$ cat src/rtl/sram_burst_master.sv
// Burst master for a simple synchronous SRAM: accepts one write or read burst command,
// streams write words out to the SRAM or SRAM words into a one-deep read buffer, and
// pulses done when the burst is complete.
module sram_burst_master #(
  parameter int unsigned aw = 12,
  parameter int unsigned dw = 16,
  parameter int unsigned lw = 8
) (
  input  logic          clk,
  input  logic          rst,
  // command channel
  input  logic          cmd_valid,
  output logic          cmd_ready,
  input  logic          cmd_wr,
  input  logic [aw-1:0] cmd_addr,
  input  logic [lw-1:0] cmd_len,
  // write stream
  input  logic [dw-1:0] wr_data,
  input  logic          wr_valid,
  output logic          wr_ready,
  // read stream
  output logic [dw-1:0] rd_data,
  output logic          rd_valid,
  input  logic          rd_ready,
  output logic          done,
  // SRAM side
  output logic          ao_ce,
  output logic          ao_we,
  output logic          ao_oe,
  output logic [aw-1:0] ao_addr_w,
  output logic [aw-1:0] ao_addr_r,
  output logic [dw-1:0] ao_data,
  input  logic [dw-1:0] ai_data,
  input  logic          ai_valid
);

  typedef enum logic [2:0] {
    StIdle  = 3'd0,
    StWr    = 3'd1,
    StRd    = 3'd2,
    StDrain = 3'd3,
    StDone  = 3'd4
  } state_e;

  state_e        r_state, w_state_d;
  logic [aw-1:0] r_addr, w_addr_d;
  logic [lw-1:0] r_cnt, w_cnt_d;
  logic [lw-1:0] r_len, w_len_d;
  logic          r_rd_valid, w_rd_valid_d;
  logic [dw-1:0] r_rd_data, w_rd_data_d;
  logic          r_ce, w_ce_d;
  logic          r_we, w_we_d;
  logic          r_oe, w_oe_d;
  logic [aw-1:0] r_addr_w, w_addr_w_d;
  logic [aw-1:0] r_addr_r, w_addr_r_d;
  logic [dw-1:0] r_data, w_data_d;
  logic          w_last;

  assign w_last = (r_cnt == r_len);

  // Next-state, datapath and registered-output decode for the burst sequencer.
  always_comb begin
    w_state_d    = r_state;
    w_addr_d     = r_addr;
    w_cnt_d      = r_cnt;
    w_len_d      = r_len;
    w_rd_valid_d = r_rd_valid;
    w_rd_data_d  = r_rd_data;
    w_ce_d       = 1'b0;
    w_we_d       = 1'b0;
    w_oe_d       = 1'b0;
    w_addr_w_d   = r_addr_w;
    w_addr_r_d   = r_addr_r;
    w_data_d     = r_data;

    unique case (r_state)
      StIdle: begin
        if (cmd_valid) begin
          w_addr_d = cmd_addr;
          w_len_d  = cmd_len;
          w_cnt_d  = '0;
          if (cmd_wr) begin
            w_state_d = StWr;
          end else begin
            // Start presenting the first read address right away.
            w_state_d  = StRd;
            w_ce_d     = 1'b1;
            w_oe_d     = 1'b1;
            w_addr_r_d = cmd_addr;
          end
        end
      end

      StWr: begin
        if (wr_valid) begin
          w_ce_d     = 1'b1;
          w_we_d     = 1'b1;
          w_addr_w_d = r_addr;
          w_data_d   = wr_data;
          w_addr_d   = r_addr + 1'b1;
          w_cnt_d    = r_cnt + 1'b1;
          if (w_last) begin
            w_state_d = StDone;
          end
        end
      end

      StRd: begin
        if (rd_ready) begin
          w_rd_valid_d = 1'b0;
        end
        // A full buffer that is not being drained blocks capture; the address is held
        // so the SRAM keeps re-presenting the same word.
        if (ai_valid && (!r_rd_valid || rd_ready)) begin
          w_rd_data_d  = ai_data;
          w_rd_valid_d = 1'b1;
          w_addr_d     = r_addr + 1'b1;
          w_cnt_d      = r_cnt + 1'b1;
          if (w_last) begin
            w_state_d = StDrain;
          end
        end
        if (w_state_d == StRd) begin
          w_ce_d     = 1'b1;
          w_oe_d     = 1'b1;
          w_addr_r_d = w_addr_d;
        end
      end

      StDrain: begin
        if (r_rd_valid && rd_ready) begin
          w_rd_valid_d = 1'b0;
          w_state_d    = StDone;
        end
      end

      StDone: begin
        w_state_d = StIdle;
      end

      default: begin
        w_state_d = StIdle;
      end
    endcase
  end

  // State and registered outputs; reset aborts any burst in flight.
  always_ff @(posedge clk or negedge rst) begin
    if (!rst) begin
      r_state    <= StIdle;
      r_addr     <= '0;
      r_cnt      <= '0;
      r_len      <= '0;
      r_rd_valid <= 1'b0;
      r_rd_data  <= '0;
      r_ce       <= 1'b0;
      r_we       <= 1'b0;
      r_oe       <= 1'b0;
      r_addr_w   <= '0;
      r_addr_r   <= '0;
      r_data     <= '0;
    end else begin
      r_state    <= w_state_d;
      r_addr     <= w_addr_d;
      r_cnt      <= w_cnt_d;
      r_len      <= w_len_d;
      r_rd_valid <= w_rd_valid_d;
      r_rd_data  <= w_rd_data_d;
      r_ce       <= w_ce_d;
      r_we       <= w_we_d;
      r_oe       <= w_oe_d;
      r_addr_w   <= w_addr_w_d;
      r_addr_r   <= w_addr_r_d;
      r_data     <= w_data_d;
    end
  end

  assign cmd_ready = (r_state == StIdle);
  assign wr_ready  = (r_state == StWr);
  assign done      = (r_state == StDone);
  assign rd_valid  = r_rd_valid;
  assign rd_data   = r_rd_data;
  assign ao_ce     = r_ce;
  assign ao_we     = r_we;
  assign ao_oe     = r_oe;
  assign ao_addr_w = r_addr_w;
  assign ao_addr_r = r_addr_r;
  assign ao_data   = r_data;

endmodule

$ cat config.mk
export PLATFORM = sky130hd
export DESIGN_NAME = sram_burst_master
export DESIGN_NICKNAME = d
export VERILOG_FILES = /design/src/rtl/sram_burst_master.sv
export SDC_FILE = /design/constraint.sdc
export NUM_CORES = 1
export LEC_CHECK = 0
export CORE_MARGIN = 1.5
export CORE_UTILIZATION = 50
export DETAILED_ROUTE_END_ITERATION = 16
export DONT_BUFFER_PORTS = 1
export GPL_ROUTABILITY_DRIVEN = 1
export PLACE_DENSITY = 0.7
export SLEW_MARGIN = 20
export SYNTH_ARGS = -nofsm -noshare
export SYNTH_HDL_FRONTEND = slang
export SYNTH_SLANG_ARGS = --single-unit
$ cat constraint.sdc
create_clock -name clk -period 2.05 [get_ports clk]
set_input_delay 0.615 -clock clk [delete_from_list [all_inputs] [get_ports clk]]
set_output_delay 0.615 -clock clk [all_outputs]
set_load 0.02 [all_outputs]
==> results_dict.tcl, run 1 <==
set metrics [dict create \
    status "complete, but fails checks" \
    violations "negative hold slack" \
    core-area_mm2 0.00885 \
    rsz0062_at_grt "false" \
    die_area_mm2 0.00981 \
    clock-sinks 91 \
    timing.rr.end "ao_addr_r[4]$_DFFE_PN0P_" \
    gp_congestion 0.850 \
    worstPathCellList "or3b_4 > clkinv_4 > buf_6" \
    drv_slew 0 \
    fin_crit_sh_pct 97.9 \
    antenna_left 0 \
    drt_wl_total_mm 10.3 \
    setup-tns-final_ns 0 \
    hold_viol 91 \
    area_growth_pct 11.0 \
    cpPeakStageDelay_ns 0.43 \
    crit_family "flip-flops" \
    layout_min_cycle_time_ns 2.01 \
    fin_worst_skew_ns 0.00870 \
    cp_max_fo 3 \
    r2r_slack_ns 0.09 \
    tightest_slew_ns 0.423 \
    drive_gt1_share_pct 21.6 \
    drv_cap 0 \
    synth_nets 481 \
    ir_drop_mv 0.731 \
    cp-start-kind "flip-flop" \
    grt.met3_usage_pct 6.67 \
    nets 501 \
    hold_path_class "input pin to async pin" \
    r2r-start "r_state[0]$_DFFE_PN0P_" \
    finalSetupViolCount 0 \
    fmax_ghz 0.498 \
    grt.overflow.total 0 \
    p_leak_nw 2.23 \
    met2_usage_pct 37.3 \
    grtUsageTotal_pct 22.2 \
    worstSetupPathType "flip-flop to primary output" \
    relSlewSlack_pct 71.8 \
    cts-root-buf "clkbuf_8" \
    start_util_pct 52.1 \
    antenna_found_initial 0 \
    end_kind "primary output" \
    reg2regPathDepth 6 \
    htree_num_levels 3 \
    synthesis.area_mm2 0.00461 \
    grt_max_degree 92 \
    busiest_layer "met2" \
    clk_latency_ns 0.37 \
    timing.hold.ws_ns -0.0681 \
    drc 0 \
    synth_edf_count 0 \
    antenna_cells 0 \
    dp_hpwl_mm 7.38 \
    cts_tree "done" \
    num_rows 34 \
    die_height_um 99.0 \
    yosysWarnings 0 \
    cp.required_ns 1.43 \
    cts_buffers 9 \
    cts_buffer_depth 2 \
    drt-initial-drc-count 224 \
    synth_cell_types 62 \
    ys_ff_latch 91 \
    grt_util_met1_pct 27.1 \
    dieWidth_um 99.0 \
    arrival_ns 1.39 \
    post_drt_wl_per_cell_um 18.7 \
    vias 3312 \
    syn_area_per_cell_um2 11.0 \
    grt_pass1_wl_mm 16.9 \
    ys.flop_type "dfrtp_1" \
    port_buffers 0 \
    pin_count 122 \
    via_per_inst 5.99 \
    crit_slowest_cell "dfrtp_2" \
    path_buf_inv 2 \
    cts.clk_slew.worst_paths_ns 0.09 \
    grt_pass1_vias 3250 \
    power.density_mw_per_mm2 1740 \
    syn-instance-count 420 \
    drtPass1Iterations 5 \
    final_core_util_pct 57.8 \
    synth_async_sr_flop_share_pct 100 \
    ys_seq_area_share_pct 49.4 \
]
## layout make-up
type,instances,area [um2]
clock buffer,11,151
clock inverter,5,37.5
fill,759,3730
inverter,7,31.3
multi-input combinational,291,2130
sequential,91,2280
tap,108,135
timing repair buffer,40,349
## registers in the layout, indices dropped and copies added (netlist names)
register,count
r_len,8
ao_addr_w,12
ao_we,1
ao_ce,1
r_addr,12
ao_data,16
r_state,3
ao_oe,1
ao_addr_r,12
rd_data,16
rd_valid,1
r_cnt,8
## how the worst max path moves through the flow
stage	start	to	slack [ns]	cells after the start
after floorplan	rd_ready	rd_data[10]$_DFFE_PN0P_	0.09	6
after global placement	rd_ready	ao_addr_r[4]$_DFFE_PN0P_	0.12	6
after detailed placement	r_state[0]$_DFFE_PN0P_	ao_data[7]$_DFFE_PN0P_	0.08	5
after CTS	r_state[1]$_DFFE_PN0P_	cmd_ready	0.01	4
after global routing	r_state[1]$_DFFE_PN0P_	wr_ready	0.006	3
final	r_state[1]$_DFFE_PN0P_	wr_ready	0.04	3
## stage by stage
| step | cells | hold WS, ns | setup slack [ns] | power [mW] | instance area [um2] |
|---|---|---|---|---|---|
| 2_1_floorplan | 420 | 0.319 | 0.0868 | 6.61 | 4610 |
| 3_3_place_gp | 532 | 0.322 | 0.119 | 7.43 | 4840 |
| 3_5_place_dp | 532 | 0.322 | 0.0753 | 7.62 | 4840 |
| 4_1_cts | 554 | -0.0863 | 0.0115 | 8.95 | 5100 |
| 5_1_grt | 553 | -0.0943 | 0.00630 | 9.50 | 5120 |
| 6_report | 553 | -0.0681 | 0.0426 | 8.93 | 5120 |
## cells in the mapped netlist (4+ instances only)
cell,n,share of area (%)
nor2_1,18,1.5
nand2b_1,4,0.54
and3_1,4,0.54
o21ai_0,17,1.8
nor3_1,8,0.87
buf_6,7,1.7
nor2b_1,4,0.54
a21oi_1,12,1.3
or3_1,4,0.54
mux2_2,13,3.2
a31oi_1,6,0.81
nor4_1,4,0.54
xor2_1,5,0.95
clkbuf_1,6,0.49
buf_4,4,0.65
mux2_1,36,8.8
nand3_1,11,1.2
dfrtp_1,91,49
mux2_4,8,2.6
xnor2_1,16,3.0
buf_2,14,1.5
nand4_1,10,1.4
nand2_1,48,3.9
a21o_1,4,0.65
inv_1,6,0.49
## what timing repair did
| item | 4_1_cts | 5_1_grt |
|---|---|---|
| endpoints found under the hold margin | 91 | 91 |
| buffers inserted | 6 | 0 |
| resized for setup | 9 | 5 |
| gates cloned | 0 | 0 |
| endpoints found under the setup margin | 3 | 5 |
| pin swaps | 2 | 2 |
## cells by family (layout without fill, tap and decap cells)
family                     count (synthesis)  count (layout)  share of synthesized area (%)
and+or+nand+nor                          138             138                           15.7
muxes                                     60              60                           15.2
DFF                                       91              91                           49.4
AOI/OAI and AO/OA                         70              70                           10.2
adders and majority gates                  2               2                          0.543
xor gates and xnor gates                  21              21                           3.99
buffers and inverters                     38              63                           4.99
## cells in the final DEF (no fill, tap or decap), types with 8 or more instances in the layout
cell type / netlist / routed
a21oi_1: 12 / 12
buf_4: 4 / 34
clkbuf_8: 0 / 11
dfrtp_1: 91 / 88
mux2_1: 36 / 36
mux2_2: 13 / 13
mux2_4: 8 / 8
nand2_1: 48 / 48
nand3_1: 11 / 11
nand4_1: 10 / 10
nor2_1: 18 / 18
nor3_1: 8 / 8
o21ai_0: 17 / 17
xnor2_1: 16 / 16
## worst reg2reg max path: stages (launching register included)
cell and delay [ns]:
dfrtp_2 0.42, buf_6 0.13, buf_4 0.16, nor3b_4 0.35
buf_4 0.20, mux2_2 0.33, mux2_4 0.27
## routing by layer
metal  up-vias  wire length [um]
met1      1632              4140
met5         -                 0
met4         0               257
li1       1535                 -
met3        25               789
met2       120              5150
## report_power, final
part           total (mW)  leakage [nW]  switching, mW  internal (mW)
Sequential           4.05          1.10           1.40           2.65
Clock                1.14        0.0915          0.634          0.508
Combinational        3.73          1.04           1.85           1.89
Total                8.93          2.23           3.88           5.04
Power figures use the tool's default switching activity.
==> inputs of run 2 (changes only) <==
--- a/config.mk
+++ b/config.mk
@@ -15,3 +15,4 @@
 export SYNTH_ARGS = -nofsm -noshare
 export SYNTH_HDL_FRONTEND = slang
 export SYNTH_SLANG_ARGS = --single-unit
+export TNS_END_PERCENT = 30
==> results_dict.tcl, run 2 (synthesis gave the netlist of run 1 again) <==
set metrics [dict create \
    cp-start-kind "flip-flop" \
    drv_slew 0 \
    busiest_layer "met2" \
    antenna_found_initial 0 \
    p_leak_nw 2.24 \
    drt_wl_total_mm 10.3 \
    drive_gt1_share_pct 21.7 \
    cts-root-buf "clkbuf_8" \
    htree_num_levels 3 \
    nets 502 \
    cts_tree "done" \
    path_buf_inv 2 \
    cts_buffer_depth 2 \
    core-area_mm2 0.00885 \
    power_mw 8.94 \
    grt.met3_usage_pct 6.67 \
    grt_max_degree 92 \
    layout.cells.non_filler 554 \
    via_per_inst 6.00 \
    cp_max_fo 2 \
    final_core_util_pct 57.9 \
    drtPass1Iterations 4 \
    fill_cells 755 \
    fmax_ghz 0.493 \
    crit_family "simple AND/OR/NAND/NOR gates" \
    placed_cells 532 \
    relSlewSlack_pct 72.5 \
    start_util_pct 52.1 \
    gp_congestion 0.850 \
    vias 3322 \
    power.density_mw_per_mm2 1750 \
    finalSetupViolCount 0 \
    cp.required_ns 1.43 \
    hold_viol 91 \
    dieWidth_um 99.0 \
    setup-tns-final_ns 0 \
    grt_util_met1_pct 27.1 \
    dp_hpwl_mm 7.38 \
    drc 0 \
    fin_worst_skew_ns 0.00832 \
    fin_crit_sh_pct 98.9 \
    ir_drop_mv 0.733 \
    status "complete, but fails checks" \
    pin_count 122 \
    drt-initial-drc-count 226 \
    arrival_ns 1.41 \
    end_kind "primary output" \
    rsz0062_at_grt "true" \
    layout_min_cycle_time_ns 2.03 \
    grtUsageTotal_pct 22.2 \
    cts.clk_slew.worst_paths_ns 0.09 \
    met2_usage_pct 37.3 \
    num_rows 34 \
    grt.overflow.total 0 \
    port_buffers 0 \
    mostFrequentLayoutCell "dfrtp_1" \
    hold_path_class "input pin to async pin" \
    cpPeakStageDelay_ns 0.43 \
    antenna_cells 0 \
    area_growth_pct 11.1 \
    final_cell_mix "88 x dfrtp_1, 48 x nand2_1, 36 x mux2_1, 36 x buf_4, 18 x nor2_1" \
    die_area_mm2 0.00981 \
    crit_slowest_cell "or3b_4" \
    drv_cap 0 \
    post_drt_wl_per_cell_um 18.7 \
    die_height_um 99.0 \
    worstPathCellList "or3b_4 > inv_6 > buf_4" \
    tightest_slew_ns 0.412 \
    cts_buffers 9 \
    worstSetupPathType "flip-flop to primary output" \
    clock-sinks 91 \
    clk_latency_ns 0.37 \
    grt_pass1_wl_mm 16.9 \
    timing.hold.ws_ns -0.0681 \
    antenna_left 0 \
    grt_pass1_vias 3250 \
    violations "negative hold slack" \
]
run 2: report_power, final:
| group | switching (mW) | leakage [nW] | internal, mW |
|---|---|---|---|
| Clock | 0.633 | 0.0915 | 0.508 |
| Sequential | 1.40 | 1.10 | 2.65 |
| Combinational | 1.86 | 1.04 | 1.89 |
run 2: path summary, 6_finish.rpt:
| path | cells past startpoint | end | slack (ns) | startpoint |
|---|---|---|---|---|
| min reg2reg | 2 | r_len[6]$_DFFE_PN0P_ | 0.51 | r_len[6]$_DFFE_PN0P_ |
| max | 3 | wr_ready | 0.02 | r_state[2]$_DFFE_PN0P_ |
| max reg2reg | 6 | ao_addr_r[4]$_DFFE_PN0P_ | 0.06 | r_state[0]$_DFFE_PN0P_ |
| min | 0 | ao_oe$_DFF_PN0_ | -0.07 | rst |
| max in group asynchronous | 0 | r_state[2]$_DFFE_PN0P_ | 2.00 | rst |
| min in group clk | 2 | r_len[6]$_DFFE_PN0P_ | 0.35 | cmd_len[6] |
run 2: final cells by class:
class | count | area (um2) | share of cell area (%)
Timing Repair Buffer | 41 | 353 | 6.89
Tap cell | 108 | 135 | 2.64
Sequential cell | 91 | 2280 | 44.5
Inverter | 7 | 31.3 | 0.611
Clock inverter | 5 | 37.5 | 0.733
Clock buffer | 11 | 151 | 2.96
Multi-Input combinational cell | 291 | 2130 | 41.6
run 2: repair_timing:
item,CTS,global route
buffers inserted,6,0
endpoints found under the hold margin,91,91
resized for setup,9,3
endpoints found under the setup margin,3,5
pin swaps,2,0
run 2: metrics by stage:
stage | instance area [um2] | setup slack [ns]
floorplan | 4610 | 0.0868
global placement | 4840 | 0.119
detailed placement | 4840 | 0.0753
CTS | 5100 | 0.0115
global route | 5120 | -0.0158
finish | 5120 | 0.0234
run 2: metal layers:
metal  routed length (um)  vias to the layer above
met5                    0                        -
met4                  222                        0
met3                  866                       17
met2                 5170                      128
met1                 4080                     1642
li1                     -                     1535
